### src/rtl/sflash_pkg.sv
// ---- sflash_pkg: shared format codes, arbiter state encodings and port ids ----
// ---- rev 1.0 ----
`default_nettype none

package sflash_pkg;

  localparam logic [2:0] FMT_END = 3'd0;

  typedef enum logic [1:0] {
    ST_IDLE  = 2'd0,
    ST_BUSY  = 2'd1,
    ST_CLOSE = 2'd2
  } state_t;

  localparam logic WHO_A = 1'b0;
  localparam logic WHO_B = 1'b1;

endpackage

`default_nettype wire

### src/rtl/flash_arb.sv
// ---- flash_arb: per-transaction two-port arbiter in front of the sflash engine ----
// ---- rev 1.0 ----
`default_nettype none

module flash_arb
  import sflash_pkg::*;
#(
  parameter int PRIORITY = 1,
  parameter int HOLD_W   = 12,
  parameter int HOLD_MAX = 4000
) (
  input  logic       clk,
  input  logic       rst,
  input  logic       a_req,
  output logic       a_gnt,
  input  logic       a_wr,
  input  logic [7:0] a_din,
  input  logic [2:0] a_fmt,
  output logic       a_ready,
  input  logic       b_req,
  output logic       b_gnt,
  input  logic       b_wr,
  input  logic [7:0] b_din,
  input  logic [2:0] b_fmt,
  output logic       b_ready,
  input  logic       f_ready,
  output logic       f_wr,
  output logic       f_who,
  output logic [7:0] f_dout,
  output logic [2:0] f_format,
  output logic       abort
);

  localparam logic [HOLD_W-1:0] WD_TRIP = HOLD_W'(HOLD_MAX - 1);
  localparam logic [HOLD_W-1:0] WD_SAT  = '1;

  state_t            state;
  logic              owner;
  logic              last;
  logic              rearm_a;
  logic              rearm_b;
  logic [HOLD_W-1:0] wd;

  logic       own_req;
  logic       own_wr;
  logic [7:0] own_din;
  logic [2:0] own_fmt;
  logic       accept;
  logic       elig_a;
  logic       elig_b;
  logic       pick_b;
  logic       wd_trip;

  assign own_req = (owner == WHO_B) ? b_req : a_req;
  assign own_wr  = (owner == WHO_B) ? b_wr  : a_wr;
  assign own_din = (owner == WHO_B) ? b_din : a_din;
  assign own_fmt = (owner == WHO_B) ? b_fmt : a_fmt;
  assign accept  = (state == ST_BUSY) && own_wr && f_ready;

  assign elig_a = a_req & rearm_a;
  assign elig_b = b_req & rearm_b;
  // B wins alone, or on a round-robin tie when A took the previous grant.
  assign pick_b = elig_b && (!elig_a || ((PRIORITY == 0) && (last == WHO_A)));

  // Trips on the edge that would make the idle count reach HOLD_MAX.
  assign wd_trip = (HOLD_MAX != 0) && (wd == WD_TRIP) && !accept;

  assign a_ready = f_ready & a_gnt;
  assign b_ready = f_ready & b_gnt;
  assign f_who   = owner;

  always_comb begin
    f_wr     = 1'b0;
    f_dout   = 8'd0;
    f_format = FMT_END;
    case (state)
      ST_BUSY: begin
        f_wr     = accept;
        f_dout   = own_din;
        f_format = own_fmt;
      end
      ST_CLOSE: f_wr = f_ready;
      default: ;
    endcase
  end

  always_ff @(posedge clk) begin
    if (rst) begin
      state   <= ST_IDLE;
      owner   <= WHO_A;
      last    <= WHO_B;
      a_gnt   <= 1'b0;
      b_gnt   <= 1'b0;
      rearm_a <= 1'b1;
      rearm_b <= 1'b1;
      wd      <= '0;
      abort   <= 1'b0;
    end else begin
      abort <= 1'b0;
      if (!a_req) rearm_a <= 1'b1;
      if (!b_req) rearm_b <= 1'b1;

      case (state)
        ST_IDLE: begin
          if (f_ready && (elig_a || elig_b)) begin
            owner <= pick_b;
            last  <= pick_b;
            a_gnt <= !pick_b;
            b_gnt <= pick_b;
            wd    <= '0;
            state <= ST_BUSY;
          end
        end
        ST_BUSY: begin
          if (accept)            wd <= '0;
          else if (wd != WD_SAT) wd <= wd + 1'b1;

          if (!own_req) begin
            a_gnt <= 1'b0;
            b_gnt <= 1'b0;
            state <= ST_CLOSE;
          end else if (wd_trip) begin
            a_gnt <= 1'b0;
            b_gnt <= 1'b0;
            abort <= 1'b1;
            if (owner == WHO_B) rearm_b <= 1'b0;
            else                rearm_a <= 1'b0;
            state <= ST_CLOSE;
          end
        end
        ST_CLOSE: begin
          if (f_ready) state <= ST_IDLE;
        end
        default: state <= ST_IDLE;
      endcase
    end
  end

endmodule

`default_nettype wire

### config.mk
export PLATFORM = sky130hd
export DESIGN_NAME = flash_arb
export DESIGN_NICKNAME = d
export VERILOG_FILES = /design/src/rtl/sflash_pkg.sv /design/src/rtl/flash_arb.sv
export SDC_FILE = /design/constraint.sdc
export NUM_CORES = 1
export LEC_CHECK = 0
export ABC_AREA = 0
export CORE_ASPECT_RATIO = 1.4
export CORE_MARGIN = 4
export CORE_UTILIZATION = 44
export DETAILED_ROUTE_END_ITERATION = 12
export PLACE_DENSITY = 0.77
export SYNTH_ARGS = -nofsm -noshare
export SYNTH_HDL_FRONTEND = slang
export SYNTH_SLANG_ARGS = --single-unit
### constraint.sdc
create_clock -name clk -period 4.51 [get_ports clk]
set_input_delay 0.451 -clock clk [delete_from_list [all_inputs] [get_ports clk]]
set_output_delay 0.451 -clock clk [all_outputs]
set_load 0.01 [all_outputs]
### Word level (Yosys, flattened, before mapping)

Index checks and enable logic that the tools add are counted.

* register bits: 20
* bits of input ports: 29
* output and inout port bits: 18
* logic and storage cells: 72

* add/subtract/negate cells: 1
* equality and inequality tests: 8
* multiplexer cells: 33
* bitwise gates (word level): 6
* reductions and logical operators: 16

Operators by type and width (count)
* $mux 12: 3
* $pmux 12 s2: 1
* $mux 1: 17
* $mux 8: 2
* $add 12x1->12 const B: 1
* $eq 12x12->1 const B: 1
* $ne 12x12->1 const B: 1
* $reduce_and 3->1: 3
* $mux 2: 4
* $mux 3: 2
* $pmux 1 s2: 3
* $pmux 2 s3: 1
* $logic_and 1x1->1: 5
* $and 1x1->1: 4
* $ne 2x2->1 const B: 2
* $logic_not 1->1: 3
* $ne 3x2->1 const B: 1
* $ne 3x3->1 const B: 1
* $reduce_or 3->1: 1
* $eq 2x1->1 const B: 1
* $eq 2x2->1 const B: 1
* $logic_not 2->1: 1
* $not 1->1: 2
* $reduce_and 2->1: 1
* other kinds (2): 2

### Depth between registers and ports, before layout

Gate-level depths: netlist of the first run.

* word-level depth: 8
* gate-level depth with buffers: 8
* mapped depth without buffers: 7

### Worst setup path before layout of the first run

OpenSTA, ideal clock, no wires.

* kind: reg-to-reg
* from: register state[1]
* to: register a_gnt
* setup time: 0.116 ns
* arrival: 1.590 ns
* data required time: 4.394 ns
* setup slack: 2.803 ns
* stages on the path, launching flop included: 8
* buffers on the path: 1
* clock period less this slack: 1.707 ns
* cells stage by stage: dfxtp_1 > inv_1 > ha_1 > and2b_1 > a31oi_2 > buf_6 > nor4_1 > a31o_2

* cells in the longest elaborated chain, start to end: 7
* elaborated cells between the ends (all ways): 11
* those cells by class: 3 x eq/ne; 1 x mux; 7 x reduce/logical

RTL lines
* start: declaration: RTL line flash_arb.sv:37 `state_t state;`
* start signal: assignment: RTL line flash_arb.sv:89 `state <= ST_IDLE;`
* start signal: assignment: RTL line flash_arb.sv:111 `state <= ST_BUSY;`
* start signal: assignment: RTL line flash_arb.sv:121 `state <= ST_CLOSE;`
* $eq 2x1->1: RTL line flash_arb.sv:58, flash_arb.sv:103
* $logic_and 1x1->1 (2 in a row): RTL line flash_arb.sv:58 `assign accept = (state == ST_BUSY) && own_wr && f_ready;`
* $logic_not 1->1: RTL line flash_arb.sv:66 `assign wd_trip = (HOLD_MAX != 0) && (wd == WD_TRIP) && !accept;`
* $logic_and 1x1->1: RTL line flash_arb.sv:66
* $ne 3x3->1 (no line)
* $reduce_and 3->1 (no line)
* end signal: assignment: RTL line flash_arb.sv:108 `a_gnt <= !pick_b;`
* end: declaration: RTL line flash_arb.sv:15 `output logic a_gnt,`

Parallel ways exist; a longest one is shown, timed or not.
A chain may end at the register's enable or synchronous reset.

### Worst setup path in the final report of the first run

* from: register owner (netlist: f_who)
* to: output f_wr

* cells in the longest elaborated chain, start to end: 4

RTL lines
* start: declaration: RTL line flash_arb.sv:38 `logic owner;`
* start signal: assignment: RTL line flash_arb.sv:106 `owner <= pick_b;`
* $mux 1: RTL line flash_arb.sv:55 `assign own_wr = (owner == WHO_B) ? b_wr : a_wr;`
* $logic_and 1x1->1 (2 in a row): RTL line flash_arb.sv:58
* $pmux 1 s2: RTL line flash_arb.sv:76 `case (state)`
* end: declaration: RTL line flash_arb.sv:27 `output logic f_wr,`

No other way between the ends.

==> results by stage, run 1 <==
Final layout:
- At the end of the flow, the number of nets in the layout was 240.
- Cells with a size suffix above 1 make up 9.27% of the layout.
- The utilization after layout is 61.7%.
- The number of filler cells placed in the layout is about 280.
- The area growth from synthesis to layout is 35.6%.
- The final standard cell count with taps included and fillers excluded is roughly 240.
- 0 antenna diodes ended up in the layout.

Global routing:
- Summed over all layers, the global routing overflow is 0.
- The number of global-route vias before repair is 1533.
- The initial antenna violation count came to 0.
- The all-layer global routing usage is between 20 and 25%.
- The first global-routing pass estimated around 6.6 mm of wire.
- The maximum number of pins on one net before global-route repair is 17.

Yosys:
- Synthesis produced approximately 160 cells.
- In this run, synthesis produced a sequential element count of 20.
- The count of warnings emitted by yosys is 0.
- The number of synthesized flops with an enable pin is 0.
- The share of synthesized flip-flops with an asynchronous set or reset is 0%.
- The number of library cell types mapped by synthesis is 48.
- After synthesis, the mean cell area works out to 8.64 um2.
- For this run, the register share of the synthesized area comes to 28.4%.
- The cell area that synthesis handed to floorplanning was approximately 1400 um2.
- In the synthesized netlist the dominant register cell turns out to be dfxtp_1.
- When the netlist entered floorplanning its net count stood at 196.

Timing:
- At the pin with the least slew margin, the transition time is between 0.8 and 0.9 ns.
- Setup repair after global routing left no endpoint under its margin.
- The clock period minus worst slack is roughly 2.7 ns.
- The worst path meets setup with 1.81 ns of slack.
- Adding up every negative setup slack in the final design gives 0 ns.
- The number of endpoints failing setup at the final stage is 0.
- Based on the critical path, the design can be clocked at up to ~370 MHz.
- The max-slew violation total from the final report is 0.
- The post-route fraction of the period consumed by the critical path is approximately three fifths.
- The final number of hold-violating endpoints came to 0.
- Measured against its own limit, the worst slew margin works out to 40.9%.
- The clock arrives with about 0.0035 ns of skew.

Setup path:
- The data required time at the worst endpoint is 4.06 ns.
- The worst setup path is captured at an output port.
- The length in cells of the worst reg-to-reg path is 6.
- The top fanout value on the critical path is 16.
- STA puts the critical path data arrival time at 2.25 ns.
- The setup path with the least slack is of type register to output port.
- The element type at the critical path start is a register.

Floorplan:
- The core footprint is 3090 um2.
- The number of ports placed on the die boundary is 47.
- The die is roughly 75 um tall.
- Once the floorplan was initialized, standard cells occupied 45.5% of the core.
- The die area is 4180 um2.
- The floorplan has 24 rows.
- The die is 55.8 um wide.

Power and ir drop:
- Summed over all cells, the static leakage comes to 0.624 nW.
- IR analysis of the VDD net gives a maximum drop of 149 uV.
- Power spread over the standard cell area amounts to 228 nW/um2.

CTS:
- The number of resized instances in the post-cts repair step is 0.
- The clock tree root buffer cell is clkbuf_8.
- The TritonCTS buffer count is 3.
- In this run the deepest clock path goes through 2 buffers.
- The number of levels in the clock H-tree is 1.
- The later-pin clock latency in the skew report is 0.25 ns.
- After clock tree synthesis, the clock-pin slew on the worst setup and hold paths is 0.07 ns.
- For this design, the sink count on the clock tree is 20.
- The cts-stage hold buffer count is 0.
- The number of setup buffers added after CTS is 0.
- TritonCTS built the clock tree.

Routing:
- Before antenna repair, the detailed router went through 4 iterations.
- The routed wire length is 4.01 mm.
- Once detail routing completed, the nets flagged for antenna violations numbered 0.
- The overall via count from detail_route is 1420.
- For this run, design rule violations remaining after detail routing come to 0.
- The number of design-rule violations left by the first detailed-router iteration is 57.
- After detailed routing, the average wire length per cell comes to roughly 16 um.
- The via count normalized by instance count is about 5.8.

Run:
- Max-cap violations in this run came to 0.

Placed design:
- Buffers placed on the I/O ports in this run total 46.
- At the end of routability-driven placement, the weighted congestion stood at 0.830.
- Detailed placement finished with a half-perimeter wire length of 3.20 mm.
- The pre-CTS setup slack is 1.91 ns.
- The cell count after placement is between 200 and 250.

Worst hold path:
- The path class of the tightest hold or removal check is register to register.
- The number of cells on the worst hold path is 2.

Run status:
- The flow ran to the end, and the final reports show no timing, DRC or antenna violations.
## synth_stat cells, types with 2 or more instances
cell        n  area (um2)
clkbuf_1    3        11.3
nand3_1    10        50.1
buf_6       3        33.8
o211ai_1    2        15.0
mux2i_1    11         110
a2111oi_2   3        45.0
nor4_1      2        12.5
xnor2_1     7        61.3
nor2_1     24        90.1
nor3_1      2        10.0
ha_1        4        50.1
nand4_1     2        12.5
dfxtp_1    20         400
a21o_1      3        22.5
o21ai_0     4        20.0
nand2_1    11        41.3
inv_1       8        30.0
o21ai_1     2        10.0
a21oi_1     7        35.0
a31o_2      2        17.5
and2_1      3        18.8
a31oi_1     2        12.5
a211oi_1    3        22.5
## registers in the layout, summed over array words and instances (netlist names)
| signal | count |
|---|---|
| wd | 12 |
| f_who | 1 |
| a_gnt | 1 |
| rearm_b | 1 |
| rearm_a | 1 |
| abort | 1 |
| state | 2 |
| b_gnt | 1 |
## cells by family after synthesis
| kind of cell | count (synthesis) | share of synthesized area (%) |
|---|---|---|
| fa+ha+maj | 4 | 3.56 |
| flops | 20 | 28.4 |
| simple gates | 64 | 24.6 |
| buf+inv | 15 | 5.69 |
| mux | 13 | 9.69 |
| compound gates | 40 | 23.6 |
| xor+xnor | 7 | 4.36 |
## worst max-delay path: stages (launching register included)
cell and delay [ns]:
dfxtp_1 0.82, mux2_4 0.33, nand3_1 0.08, a21boi_0 0.18, clkdlybuf4s50_1 0.57
## worst paths after layout
path | startpoint | slack [ns] | endpoint
min reg2reg | b_gnt | 0.53 | b_gnt
max reg2reg | state[1] | 2.20 | wd[7]
min | b_gnt | 0.53 | b_gnt
max | f_who | 1.81 | f_wr
## layout by cell type, fill, tap and decap left out, types with 2 or more instances in the layout
cell type         n
a31o_2            2
clkdlybuf4s50_1  46
o21ai_0           4
nand3_1          10
a2111oi_2         3
and2_1            3
a31oi_1           2
xnor2_1           7
nand4_1           2
a21oi_1           7
nor2_1           24
nor4_1            2
o21ai_1           2
nor3_1            2
clkbuf_8          3
a21o_1            3
nand2_1          11
inv_1             8
mux2i_1          11
dfxtp_1          20
o211ai_1          2
a211oi_1          3
ha_1              4
## per-layer routing
layer	share of wire [%]	wire length (um)	vias up	global-route usage (%)
met2	54	2180	57	40.8
met3	7.1	284	6	5.49
met4	1.1	46	0	8.38
li1	-	-	683	-
met5	0	0	-	0
met1	37	1500	674	19.2
## report_power, final
group          switching [W]  internal (W)  total, W
registers         0.00000628      0.000181  0.000187
logic              0.0000666     0.0000667  0.000133
clock network      0.0000540     0.0000594  0.000113
## through the flow
step	total power, W	hold WS (ns)	cell area (um2)
finish	0.000434	0.527	1910
global route	0.000455	0.543	1910
CTS	0.000436	0.510	1910
detailed placement	0.000325	0.498	1870
global placement	0.000320	0.489	1870
floorplan	0.000266	0.480	1410
## cell type report
type / count / area, um2 / share of cell area (%)
inverter: 8 / 30.0 / 1.57
tap: 39 / 48.8 / 2.56
sequential: 20 / 400 / 21.0
clock buffer: 3 / 41.3 / 2.16
timing repair buffer: 46 / 460 / 24.1
multi-input combinational: 128 / 927 / 48.6
(Power assumes the default switching activity.)
==> inputs of run 2 (changes only) <==
- CORE_UTILIZATION: 44 -> 41
- PLACE_DENSITY: 0.77 -> 0.76
- clock period: 4.51 -> 2.4 ns (I/O delays scaled with it)
==> run 2 against run 1 <==
Against the previous run:
- die area up 6.4%
- critical path depth increased by 1
- clock power increased by 95%
- count of clock-buffer cells in the layout unchanged
- sequential share of layout area shrank 0.24 points
- non-clock buffer count rose by 3
- critical path type unchanged
- total power is 90% higher
==> results by stage, run 2 (synthesized netlist as in run 1, its figures left out) <==
Routing:
- The routed wire length is 3.82 mm.
- Dividing the detail-routed wire length by the instance count gives 15.5 um.
- The via count normalized by instance count is 5.73.
- The detailed router placed between 1000 and 1500 vias in this run.
- The detailed router finished its first iteration with 39 violations.
- The first detailed-routing pass took 4 iterations.
- In this run the remaining antenna-violating nets after routing total 0.
- The total DRC errors in the routed layout is 0.

Setup path:
- The startpoint of the most critical register-to-register path is state[1].
- The endpoint identified for the worst register-to-register timing path is wd[8].
- In this run the worst setup path terminates at f_format[1].
- Along the worst path, the maximum fanout reaches 14.
- STA classifies the critical path endpoint as an output port.
- The class of the most critical setup path is register to output port.
- The length in cells of the worst reg-to-reg path is 7.
- The worst setup slack for register-to-register paths is 0.37 ns.
- The data arrival time of the critical path is 2.05 ns.
- In this run the worst setup path begins at state[1].
- The element type at the critical path start is a register.
- The data required time at the worst endpoint is roughly 2.2 ns.

Floorplan:
- The core footprint is 3210 um2.
- The floorplan step defined a die boundary enclosing 4450 um2.
- The chip width is 57.5 um.
- The number of ports placed on the die boundary is 47.
- The starting density of the core is 43.8%.
- The floorplan has 24 rows.
- The chip height is 77.3 um.

CTS:
- The number of setup buffers added after CTS is 0.
- The TritonCTS buffer count is 3.
- After clock tree synthesis, the repair step resized 0 gates.
- TritonCTS built the clock tree.
- The maximum number of buffers from clock root to sink is 2.
- The clock tree root buffer cell is clkbuf_8.
- At the later pin of the worst-skew pair, clock insertion delay measures 0.26 ns.
- Buffers inserted to repair hold after CTS numbered 0.
- The clock-pin transition on the worst setup and hold timing paths is 0.07 ns.
- The clock sink total is 20.
- The number of levels in the clock H-tree is 1.

Placed design:
- Routability-driven placement finished with a final weighted congestion of 0.894.
- After legalization and detailed placement, the total HPWL measured 3.11 mm.
- The number of buffers added on ports is 46.
- Timing analysis after detailed placement gives a worst setup slack of 0.328 ns.

Timing:
- The clock skew is 0.00375 ns.
- The max-slew violation total from the final report is 0.
- Setup repair after global routing left no endpoint under its margin.
- The final number of hold-violating endpoints was 0.
- The post-route fraction of the period consumed by the critical path is 95.2%.
- For the final routed database, the setup TNS stands at 0 ns.
- Based on the critical path, the design can be clocked at up to between 400 and 500 MHz.
- Subtracting the final worst setup slack from the clock period gives 2.29 ns.
- Across all setup checks in the final design, the least slack found is 0.114 ns.
- The worst pin sits at a relative slew slack of roughly 64%.
- The slew at the pin closest to its max-slew limit is 0.534 ns.
- The number of endpoints failing setup at the final stage is 0.

Global routing:
- For met2 alone, demand over resource in global routing was approximately a third.
- The wire length of the first global-routing pass is 6.42 mm.
- The number of global-route vias before repair is 1476.
- In the global route stage, met1 resource usage came out at ~17%.
- The initial antenna violation count is 0.
- For this run the aggregate overflow at the end of global routing stands at 0.
- The all-layer global routing usage is 18.1%.
- The met3 track utilization from global routing is 5.65%.
- Entering global routing, the biggest net connects 15 pins.
- met2 is the most crowded layer.

Final layout:
- More flip-flops sit in one register than any other, and that register is wd.
- The number of diodes added for antenna fixing is 0.
- The layout has 281 filler cells.
- The flip-flop count of the largest register after layout is 12.
- In the final layout, the registers with the most flip-flops are wd (12), state (2).
- The share of final-layout standard cells stronger than drive strength 1 is 10.6%.
- The total number of nets in the final design is between 200 and 250.
- The leading cell type in the layout, fill and taps excluded is clkdlybuf4s50_1.
- The top cell types in the final layout, fill and taps aside, are clkdlybuf4s50_1, nor2_1, dfxtp_1.
- The area growth from synthesis to layout is 37.2%.

Worst hold path:
- The path type of the worst min-delay path is register to register.

Power and ir drop:
- Summed over all cells, the static leakage comes to 0.638 nW.
- In this run the power density over the cells is 427 nW/um2.
- The maximum VDD drop is about 380 uV.

Run status:
- The run finished with clean final reports.

Run:
- Across the run, the number of max-cap violations was 0.
[run 2: cell count changes in the layout (fill, tap and decap cells not counted)]
cell   previous run  this run
buf_4             0         3
[run 2: through the flow]
step | area [um2] | total power (W) | cells | utilization (%) | hold WS (ns)
floorplan | 1410 | 0.000500 | 163 | - | 0.312
global route | 1930 | 0.000862 | 247 | 60.1 | 0.546
finish | 1930 | 0.000825 | 247 | 60.1 | 0.522
detailed placement | 1890 | 0.000611 | 244 | 58.8 | 0.493
global placement | 1890 | 0.000602 | 244 | 58.8 | 0.499
CTS | 1930 | 0.000825 | 247 | 60.1 | 0.525
[run 2: worst min-delay path by stage]
stage             from       to  slack, ns  depth (start not counted)
5_1_grt          a_gnt    a_gnt       0.55                          1
6_report         b_gnt    b_gnt       0.52                          2
3_5_place_dp     a_gnt    a_gnt       0.49                          1
3_3_place_gp     a_gnt    a_gnt       0.50                          1
2_1_floorplan    a_req  rearm_a       0.31                          1
4_1_cts        rearm_b  rearm_b       0.53                          2
[run 2: worst max-delay path: stages, from the launching register on]
cell and delay [ns]:
dfxtp_1 0.34, inv_1 0.09, ha_1 0.31, inv_1 0.28
nor2_1 0.20, clkdlybuf4s50_1 0.57
[run 2: power by group]
group	internal, W	leakage, nW	switching [W]
clock network	0.000112	0.0216	0.000108
registers	0.000340	0.162	0.00000819
logic	0.000130	0.455	0.000126
[run 2: layout make-up]
class / instances / area [um2] / share of cell area, %
clock buffers: 3 / 41.3 / 2.14
inverters: 8 / 30.0 / 1.56
multi-input cells: 128 / 927 / 48.0
flip-flops and latches: 20 / 400 / 20.7
well taps: 39 / 48.8 / 2.53
repair buffers: 49 / 483 / 25.0
[run 2: per-layer routing]
metal / vias to the layer above / routed length [um]
met5: - / 0
met4: 0 / 133
met3: 14 / 306
met2: 64 / 2060
met1: 651 / 1320
li1: 687 / -
